$ cat src/rtl/kpg_add_seq.sv
// rtl/kpg_add_seq.sv - sequential 16-bit adder using a shared kill/propagate/generate prefix stage
module kpg_add_seq #(
    parameter int WIDTH = 16
) (
    input  logic             clk,
    input  logic             rst,
    input  logic             start,
    input  logic [WIDTH-1:0] a,
    input  logic [WIDTH-1:0] b,
    input  logic             cin,
    output logic             busy,
    output logic             done,
    output logic [WIDTH-1:0] sum,
    output logic             cout
);

    // Number of prefix levels needed to resolve every carry across WIDTH bits.
    localparam int LEVELS = $clog2(WIDTH);

    // Per-bit carry status: kill=00, propagate=01 (10 also reads as propagate), generate=11.
    localparam logic [1:0] KPG_K = 2'b00;
    localparam logic [1:0] KPG_P = 2'b01;
    localparam logic [1:0] KPG_G = 2'b11;

    typedef logic [WIDTH-1:0][1:0] kpg_t;

    typedef enum logic [1:0] {
        IDLE  = 2'd0,
        LEVEL = 2'd1,
        SUM   = 2'd2
    } state_t;

    state_t           state, state_d;
    logic [1:0]       lvl, lvl_d;
    kpg_t             kpg, kpg_d;
    logic [WIDTH-1:0] a_q, a_d;
    logic [WIDTH-1:0] b_q, b_d;
    logic             cin_q, cin_d;
    logic             busy_d, done_d, cout_d;
    logic [WIDTH-1:0] sum_d;
    logic [WIDTH-1:0] carry;

    // Initial per-bit classification, with cin folded into bit 0 so the
    // prefix network alone decides every carry.
    function automatic kpg_t kpg_load(input logic [WIDTH-1:0] x,
                                      input logic [WIDTH-1:0] y,
                                      input logic             ci);
        kpg_t r;
        for (int i = 0; i < WIDTH; i++) begin
            case ({x[i], y[i]})
                2'b00:   r[i] = KPG_K;
                2'b11:   r[i] = KPG_G;
                default: r[i] = KPG_P;
            endcase
        end
        if (r[0] == KPG_P) begin
            r[0] = ci ? KPG_G : KPG_K;
        end
        return r;
    endfunction

    // One Kogge-Stone style level at distance 1<<l; reads only the incoming
    // vector so there is no chaining within a level.
    function automatic kpg_t kpg_combine(input kpg_t k, input logic [1:0] l);
        kpg_t r;
        int   d;
        d = 1 << l;
        for (int i = 0; i < WIDTH; i++) begin
            if ((i >= d) && (k[i][1] != k[i][0])) begin
                r[i] = k[i - d];
            end else begin
                r[i] = k[i];
            end
        end
        return r;
    endfunction

    // Carry into each bit once the prefix has resolved every position to K or G.
    always_comb begin
        carry    = '0;
        carry[0] = cin_q;
        for (int i = 1; i < WIDTH; i++) begin
            carry[i] = (kpg[i - 1] == KPG_G);
        end
    end

    // State register.
    always_ff @(posedge clk or posedge rst) begin
        if (rst) begin
            state <= IDLE;
        end else begin
            state <= state_d;
        end
    end

    // Next-state and next-datapath decisions.
    always_comb begin
        state_d = state;
        lvl_d   = lvl;
        kpg_d   = kpg;
        a_d     = a_q;
        b_d     = b_q;
        cin_d   = cin_q;
        busy_d  = busy;
        done_d  = 1'b0;
        sum_d   = sum;
        cout_d  = cout;
        case (state)
            IDLE: begin
                if (start) begin
                    a_d     = a;
                    b_d     = b;
                    cin_d   = cin;
                    kpg_d   = kpg_load(a, b, cin);
                    lvl_d   = 2'd0;
                    busy_d  = 1'b1;
                    state_d = LEVEL;
                end
            end
            LEVEL: begin
                kpg_d = kpg_combine(kpg, lvl);
                lvl_d = lvl + 2'd1;
                if (lvl == 2'(LEVELS - 1)) begin
                    state_d = SUM;
                end
            end
            SUM: begin
                sum_d   = a_q ^ b_q ^ carry;
                cout_d  = (kpg[WIDTH-1] == KPG_G);
                done_d  = 1'b1;
                busy_d  = 1'b0;
                lvl_d   = 2'd0;
                state_d = IDLE;
            end
            default: begin
                state_d = IDLE;
                busy_d  = 1'b0;
            end
        endcase
    end

    // Datapath and output registers; reset clears everything, killing any op in flight.
    always_ff @(posedge clk or posedge rst) begin
        if (rst) begin
            lvl   <= 2'd0;
            kpg   <= '0;
            a_q   <= '0;
            b_q   <= '0;
            cin_q <= 1'b0;
            busy  <= 1'b0;
            done  <= 1'b0;
            sum   <= '0;
            cout  <= 1'b0;
        end else begin
            lvl   <= lvl_d;
            kpg   <= kpg_d;
            a_q   <= a_d;
            b_q   <= b_d;
            cin_q <= cin_d;
            busy  <= busy_d;
            done  <= done_d;
            sum   <= sum_d;
            cout  <= cout_d;
        end
    end

endmodule

$ cat config.mk
export PLATFORM = sky130hd
export DESIGN_NAME = kpg_add_seq
export DESIGN_NICKNAME = d
export VERILOG_FILES = /design/src/rtl/kpg_add_seq.sv
export SDC_FILE = /design/constraint.sdc
export NUM_CORES = 1
export LEC_CHECK = 0
export CORE_MARGIN = 2
export CORE_UTILIZATION = 30
export DETAILED_ROUTE_END_ITERATION = 16
export RECOVER_POWER = 25
export SYNTH_ARGS = -nofsm -noshare
export SYNTH_HDL_FRONTEND = slang
export SYNTH_SLANG_ARGS = --single-unit
$ cat constraint.sdc
create_clock -name clk -period 4.45 [get_ports clk]
set_input_delay 0.6675 -clock clk [delete_from_list [all_inputs] [get_ports clk]]
set_output_delay 0.6675 -clock clk [all_outputs]
set_load 0.05 [all_outputs]
After elaboration in Yosys (flattened, before gate mapping)
Cells that the tools add are included.
{"block": "word_totals", "out_inout_bits": 19, "wordCells": 297, "regBits": 88, "input_bits": 36}
{"block": "classes", "n_reduce_logical": 55, "bitwise": 3, "add_sub_neg": 17, "n_mux": 94, "shift": 1, "n_eq_ne": 70, "magnitude_cmp": 32}
{"op": "32-bit by 6-bit less-than comparator with 1-bit output (second input constant)", "n": 16}
{"op": "5-bit by 32-bit >= comparator with 1-bit output (first input constant)", "n": 8}
{"op": "5-bit by 32-bit subtractor with 32-bit output (first input constant)", "n": 8}
{"op": "2-bit binary-select mux with 4-bit select", "n": 16}
{"op": "4-bit by 32-bit >= comparator with 1-bit output (first input constant)", "n": 4}
{"op": "4-bit by 32-bit subtractor with 32-bit output (first input constant)", "n": 4}
{"op": "2-bit 2-to-1 mux", "n": 55}
{"op": "2-bit equality test (second input constant)", "n": 34}
{"op": "2-bit one-hot mux with 2 select lines", "n": 17}
{"op": "3-bit by 32-bit >= comparator with 1-bit output (first input constant)", "n": 2}
{"op": "32-bit one-hot mux with 2 select lines", "n": 1}
{"op": "3-bit by 32-bit subtractor with 32-bit output (first input constant)", "n": 2}
{"op": "3-bit AND reduction", "n": 16}
{"op": "2-bit != test (second input constant)", "n": 18}
{"op": "2-bit logical NOT", "n": 17}
{"op": "1-bit by 32-bit >= comparator with 1-bit output (first input constant)", "n": 1}
{"op": "2-bit by 32-bit >= comparator with 1-bit output (first input constant)", "n": 1}
{"op": "32-bit 2-to-1 mux", "n": 1}
{"op": "1-bit by 2-bit << shifter with 32-bit output (first input constant)", "n": 1}
{"op": "1-bit by 32-bit subtractor with 32-bit output (first input constant)", "n": 1}
{"op": "2-bit by 32-bit subtractor with 32-bit output (first input constant)", "n": 1}
{"op": "16-bit XOR", "n": 2}
{"op": "1-bit logical AND", "n": 16}
{"op": "1-bit != test", "n": 16}
{"op": "9 further kinds", "n": 14}

Logic depth before layout (Yosys ltp)
Gate-level depths: netlist (run 1).
{"block": "depth", "depth_word": 8, "ltp_mapped": 12}

Worst setup path after synthesis (run 1)
OpenSTA, ideal clock, no wires.
{"block": "synth_timing", "kind": "register -> register", "startpoint": "register lvl[0]", "endpoint": "register kpg[17] (netlist bit)", "path_slack_ns": 1.337, "arrival_ns": 2.975, "path_buffers": 4, "period_less_slack_ns": 3.113, "t_required_ns": 4.312, "stages_incl_launch_ff": 13, "cell_sequence": "dfrtp_1 -> inv_1 -> ha_1 -> buf_6 -> buf_12 -> inv_2 -> buf_2 -> ha_1 -> buf_2 -> mux4_2 -> mux4_2 -> nand3_1 -> o211ai_1"}
{"block": "synth_between", "elab_chain_len": 7, "word_cells_on_any_way": 11, "classes_between": "add/sub: 1; order compare: 1; eq/ne: 1; shift: 1; mux: 5; reduce/logical: 2"}
{"element": "start, declared", "line_no": "34", "rtl": "logic [1:0] lvl, lvl_d;"}
{"element": "start signal, assigned", "line_no": "155", "rtl": "lvl <= lvl_d;"}
{"element": "1-bit by 2-bit << shifter with 32-bit output *", "line_no": "67", "rtl": "d = 1 << l;"}
{"element": "5-bit by 32-bit subtractor with 32-bit output", "line_no": "70", "rtl": "r[i] = k[i - d];"}
{"element": "2-bit binary-select mux with 4-bit select", "line_no": "70"}
{"element": "2-bit 2-to-1 mux (not written as such) (2 in a row)", "line_no": "70"}
{"element": "2-bit 2-to-1 mux", "line_no": "69", "rtl": "if ((i >= d) && (k[i][1] != k[i][0])) begin"}
{"element": "32-bit one-hot mux with 2 select lines", "line_no": "108", "rtl": "case (state)"}
{"element": "end signal, assigned", "line_no": "156", "rtl": "kpg <= kpg_d;"}
{"element": "end, declared", "line_no": "35", "rtl": "kpg_t kpg, kpg_d;"}
Every way passes the cells marked *; elsewhere a longest branch is shown, timed or not. The select of a mux whose other input is x is not followed.
A chain may end at the register's enable or synchronous reset.

Worst setup path after layout (run 1)
{"block": "layout_timing", "startpoint": "register state[0]", "endpoint": "register kpg[4] (netlist bit)"}
{"block": "layout_between", "elab_chain_len": 3, "word_cells_on_any_way": 7, "classes_between": "eq/ne: 3; mux: 1; reduce/logical: 3"}
{"element": "start, declared", "line_no": "33", "rtl": "state_t state, state_d;"}
{"element": "start signal, assigned", "line_no": "92", "rtl": "state <= state_d;"}
{"element": "2-bit by 1-bit equality test with 1-bit output / 2-bit logical NOT (equally long branches)", "line_no": "108"}
{"element": "2-bit != test (no line) / 2-bit nonzero test (equally long branches)"}
{"element": "3-bit AND reduction (no line)"}
Several ways; a longest one is shown, not always the timed one.

==> impl_metrics.py, run 1 <==
metrics = {
    "drt": {
        "first_iter_violations": 403,
        "routed_via_density": 5.79,
        "wl_per_cell_um": 21.1,
        "drc": 0,
        "final_antenna_net_count": 0,
        "first_pass_iters": 5,
        "dr_total_vias": 5383,
        "wl_um": 19600,
    },
    "outcome": {
        "status": "finished, final reports clean",
    },
    "clock_network": {
        "postCtsSetupRepairBufs": 0,
        "cts_max_level": 3,
        "cts.repair.resized": 0,
        "numCtsBuffers": 9,
        "clock_path_buffers": 2,
        "cts_hold_buf": 0,
        "path_clk_slew_ps": 60,
        "clock_sinks": 88,
        "cts_tree": "done",
        "clk_latency_ps": 360,
        "root_buffer": "clkbuf_16",
    },
    "worst_setup_path": {
        "rrSetupSlack_ps": 920,
        "cp.required_ps": 4720,
        "end_kind": "flop",
        "cp_top_family": "simple AND/OR/NAND/NOR gates",
        "cp-start-kind": "flop",
        "crit_chain": "clkbuf_1 -> nor2b_1 -> buf_4 -> nand2_1 -> or2_2 -> a31oi_1",
        "crit_buf_inv": 2,
        "slowest_delay_ps": 880,
        "cp_slowest_cell": "clkbuf_1",
        "crit_type": "reg2reg",
        "worstPathArrival_ps": 3800,
        "cp_max_fo": 23,
    },
    "sta": {
        "slew_viol_final": 0,
        "finClkSkew_ps": 6.42,
        "hold_viol_final": 0,
        "setup_tns_ps": 0,
        "rsz0062_at_grt": "no",
        "post-route-period-util": 0.793,
        "setup_violations": 0,
        "hold_ws_ps": 475,
        "relSlewSlack": 0.244,
        "fmaxAchievable_ghz": 0.283,
        "worst_pin_slew_ps": 1130,
        "layout_min_cycle_time_ps": 3530,
    },
    "floorplanning": {
        "fp.dieH_um": 154,
        "start_util": 0.307,
        "die_width_um": 154,
        "dieArea_sq_um": 23600,
        "ios": 55,
        "core_sq_um": 21900,
        "rows": 54,
    },
    "synth": {
        "synthFlopType": "dfrtp_1",
        "syn-num-nets": 673,
        "synth_seq_cells": 88,
        "synthTopCellsByArea": "dfrtp_1 33%, mux4_2 16%, mux2_2 9.9%",
        "synthArstFlopShare": 1.00,
        "synth_cells": 607,
        "netlist_area_sq_um": 6730,
        "ys_seq_area_frac": 0.327,
        "synth_edf_count": 0,
        "ys_types": 58,
        "synth_warnings": 0,
        "synth_top_cell_by_area": "dfrtp_1",
        "avgSynthCellArea_sq_um": 11.1,
        "synth_top_area_frac": 0.327,
    },
    "finish": {
        "layout_commonest_cell": "dfrtp_1",
        "drive_above_1_share": 0.223,
        "nFillCells": 2157,
        "nNetsFinal": 710,
        "final_core_util": 0.357,
        "layout.cells.non_filler": 929,
        "layout_common_cells": "88 x dfrtp_1, 59 x mux2_2, 53 x clkdlybuf4s50_1",
        "n_antenna_cell": 0,
        "areaGrowthSynthToFinish_pct": 16.3,
    },
    "global_route": {
        "gr-total-overflow": 0,
        "grt_pass1_wl_um": 30800,
        "first_global_vias": 5194,
        "grt_usage": 0.169,
        "grt_max_degree": 78,
        "antenna_found_initial": 0,
    },
    "place": {
        "dp_hpwl_um": 13900,
        "dp.cells": 913,
        "port_buffers": 54,
        "place_congestion": 0.904,
    },
    "run": {
        "drv_cap": 0,
    },
    "hold_path": {
        "hold_path_class": "reg2reg",
    },
}
==> synth_stat cells, types with 5 or more instances <==
master and count:
a21o_1 5, mux2i_1 29, o21ai_0 35, mux2_2 59, a21oi_1 32, inv_1 17, dfrtp_1 88, nor2_1 19
o22ai_1 5, a31oi_1 9, nor3_1 11, nand3_1 19, ha_1 30, xor2_1 16, nand2_1 44, clkbuf_1 22
xnor2_1 17, buf_2 13, nand3b_1 5, mux4_2 48
==> routing by layer <==
metal	vias to the layer above	GRT usage	part of all wire
met3	45	0.0392	0.072
met4	0	0.0716	0.037
met1	2711	0.224	0.41
met2	233	0.264	0.48
li1	2394	-	-
met5	-	0	0
==> state kept, by name, indices dropped and copies added (netlist names) <==
name   flops
lvl        2
cout       1
busy       1
cin_q      1
b_q       16
a_q       16
kpg       32
sum       16
state      2
done       1
==> cells by family after synthesis <==
logic type               Yosys count  share of synthesized area
XOR/XNOR                          33                     0.0430
multiplexers                     140                      0.318
AO/OA/AOI/OAI                    125                      0.118
adder cells (fa/ha/maj)           30                     0.0558
flip-flops                        88                      0.327
AND/OR/NAND/NOR                  128                     0.0937
buffers and inverters             63                     0.0441
==> path summary, 6_finish.rpt <==
path	startpoint	to	depth (start not counted)
min in group asynchronous	rst	b_q[15]$_DFFE_PP0P_	2
min	sum[0]$_DFFE_PP0P_	sum[0]$_DFFE_PP0P_	2
min reg2reg	sum[0]$_DFFE_PP0P_	sum[0]$_DFFE_PP0P_	2
max reg2reg	state[0]$_DFFE_PP0P_	kpg[4]$_DFFE_PP0P_	6
max in group asynchronous	rst	a_q[13]$_DFFE_PP0P_	3
max	state[0]$_DFFE_PP0P_	kpg[4]$_DFFE_PP0P_	6
==> layout make-up <==
class	instances	area, sq um	area share
clock inverters	5	55.1	0.00704
inverters	20	77.6	0.00992
flip-flops and latches	88	2200	0.282
repair buffers	69	649	0.0830
multi-input cells	456	4230	0.541
clock buffers	11	253	0.0323
well taps	280	350	0.0448
==> through the flow <==
step	area (sq um)	setup WS [ps]
after CTS	7830	996
after global placement	7520	1050
after floorplan	6730	1340
after global routing	7820	726
after detailed placement	7520	996
final	7820	920
==> worst register-to-register path, cell delays in order (launching register included) <==
cell and delay, ps:
dfrtp_1 750, clkbuf_1 890, nor2b_1 880, buf_4 340
nand2_1 120, or2_2 320, a31oi_1 150
Power of run 1 is left out: the tool's default activity adds up to more than one toggle a clock period on the data nets, which glitch-free logic cannot reach.
==> run 2, diff against run 1 <==
- clock period: 4.45 -> 3.04 ns (I/O delays scaled with it)
==> impl_metrics.py, run 2 (synthesis gave the netlist of run 1 again) <==
metrics = {
    "floorplanning": {
        "rows": 54,
        "fp.dieH_um": 154,
        "ios": 55,
        "core_sq_um": 21900,
        "dieArea_sq_um": 23600,
        "die_width_um": 154,
        "start_util": 0.307,
    },
    "global_route": {
        "gr-total-overflow": 0,
        "first_global_vias": 5270,
        "grt_usage": 0.169,
        "grt_pass1_wl_um": 31200,
        "use_met3": 0.0347,
        "grtUsageMet1": 0.220,
        "grt.met2_usage": 0.275,
        "grt-busiest-layer": "met2",
        "antenna_found_initial": 0,
        "grt_max_degree": 43,
    },
    "clock_network": {
        "cts_max_level": 3,
        "clock_sinks": 88,
        "path_clk_slew_ps": 70,
        "cts_tree": "done",
        "cts_hold_buf": 0,
        "root_buffer": "clkbuf_16",
        "clk_latency_ps": 350,
        "numCtsBuffers": 9,
        "cts.repair.resized": 0,
        "clock_path_buffers": 2,
        "postCtsSetupRepairBufs": 0,
    },
    "finish": {
        "seqCellArea_sq_um": 2200,
        "fin_area_sq_um": 8010,
        "areaGrowthSynthToFinish_pct": 19.0,
        "layout_common_cells": "88 x dfrtp_1, 59 x mux2_2, 53 x clkdlybuf4s50_1",
        "nFillCells": 2154,
        "largest-register": "kpg",
        "layout_commonest_cell": "dfrtp_1",
        "drive_above_1_share": 0.244,
        "multi_input_area_sq_um": 4230,
        "n_antenna_cell": 0,
        "nNetsFinal": 726,
        "largest_reg_flops": 32,
    },
    "drt": {
        "first_iter_violations": 385,
        "wl_um": 19900,
        "wl_per_cell_um": 21.0,
        "final_antenna_net_count": 0,
        "dr_total_vias": 5386,
        "routed_via_density": 5.70,
        "first_pass_iters": 5,
        "drc": 0,
    },
    "run": {
        "drv_cap": 1,
    },
    "sta": {
        "layout_min_cycle_time_ps": 2800,
        "fmaxAchievable_ghz": 0.357,
        "finClkSkew_ps": 10.8,
        "setup_violations": 0,
        "rsz0062_at_grt": "no",
        "slew_viol_final": 42,
        "setup_tns_ps": 0,
        "relSlewSlack": -0.336,
        "post-route-period-util": 0.921,
        "hold_viol_final": 0,
        "worst_pin_slew_ps": 1990,
        "hold_ws_ps": 476,
    },
    "worst_setup_path": {
        "worstPathArrival_ps": 3010,
        "cp_max_fo": 8,
        "end_kind": "flop",
        "crit_type": "reg2reg",
        "cp_slowest_cell": "mux4_2",
        "cp-start-kind": "flop",
        "crit_chain": "inv_1 -> ha_1 -> inv_2 -> ha_1 -> mux4_2 -> mux4_2 -> nand3_1 -> o211ai_1",
        "cp.required_ps": 3250,
        "slowest_delay_ps": 590,
    },
    "place": {
        "port_buffers": 54,
        "postPlaceCellArea_sq_um": 7690,
        "place_congestion": 0.948,
        "dp_hpwl_um": 14600,
    },
    "outcome": {
        "status": "finished with violations",
        "violations": "max-capacitance violations, max-slew violations",
    },
    "hold_path": {
        "hold_path_class": "reg2reg",
    },
}
-- run 2: changes by cell type in the layout (fill, tap and decap cells not counted), sizes merged --
cell / change
clkinvlp: +1
clkbuf: -1
clkinv: -1
inv: -1
bufinv: +1
buf: +17
-- run 2: worst paths after layout --
kind / start / end / cells after the start / slack (ps)
worst max-delay path: lvl[1]$_DFFE_PP0P_ / kpg[17]$_DFFE_PP0P_ / 8 / 240
worst min-delay path: sum[7]$_DFFE_PP0P_ / sum[7]$_DFFE_PP0P_ / 2 / 480
worst max register to register: lvl[1]$_DFFE_PP0P_ / kpg[17]$_DFFE_PP0P_ / 8 / 240
worst min register to register: sum[7]$_DFFE_PP0P_ / sum[7]$_DFFE_PP0P_ / 2 / 480
max in group asynchronous: rst / kpg[21]$_DFFE_PP0P_ / 3 / 940
min in group asynchronous: rst / sum[13]$_DFFE_PP0P_ / 2 / 1080
-- run 2: routing by layer --
metal  wire [um]  vias to the layer above
li1            -                     2416
met1        8200                     2693
met2        9480                      228
met3        1460                       49
met4         725                        0
met5           0                        -
-- run 2: critical path, delay by kind of cell, from the launching register on --
kind	cells	cell delay, ps
compound gates	1	90
fa+ha+maj	2	790
buf+inv	2	200
flops	1	430
mux	2	1060
simple gates	1	100
-- run 2: cell type report --
type	count	area share
clock buffer	11	0.0303
clock inverter	5	0.0100
inverter	20	0.00953
multi-input combinational	456	0.529
sequential	88	0.275
tap	280	0.0437
timing repair buffer	85	0.103
-- run 2: through the flow --
step            util  worst slack, ps  instances
6_report       0.366              240        945
3_3_place_gp   0.351              326        929
2_1_floorplan      -             43.4        607
4_1_cts        0.366              232        945
3_5_place_dp   0.351              260        929
5_1_grt        0.366             98.9        945
Power of run 2 is left out for the same reason.
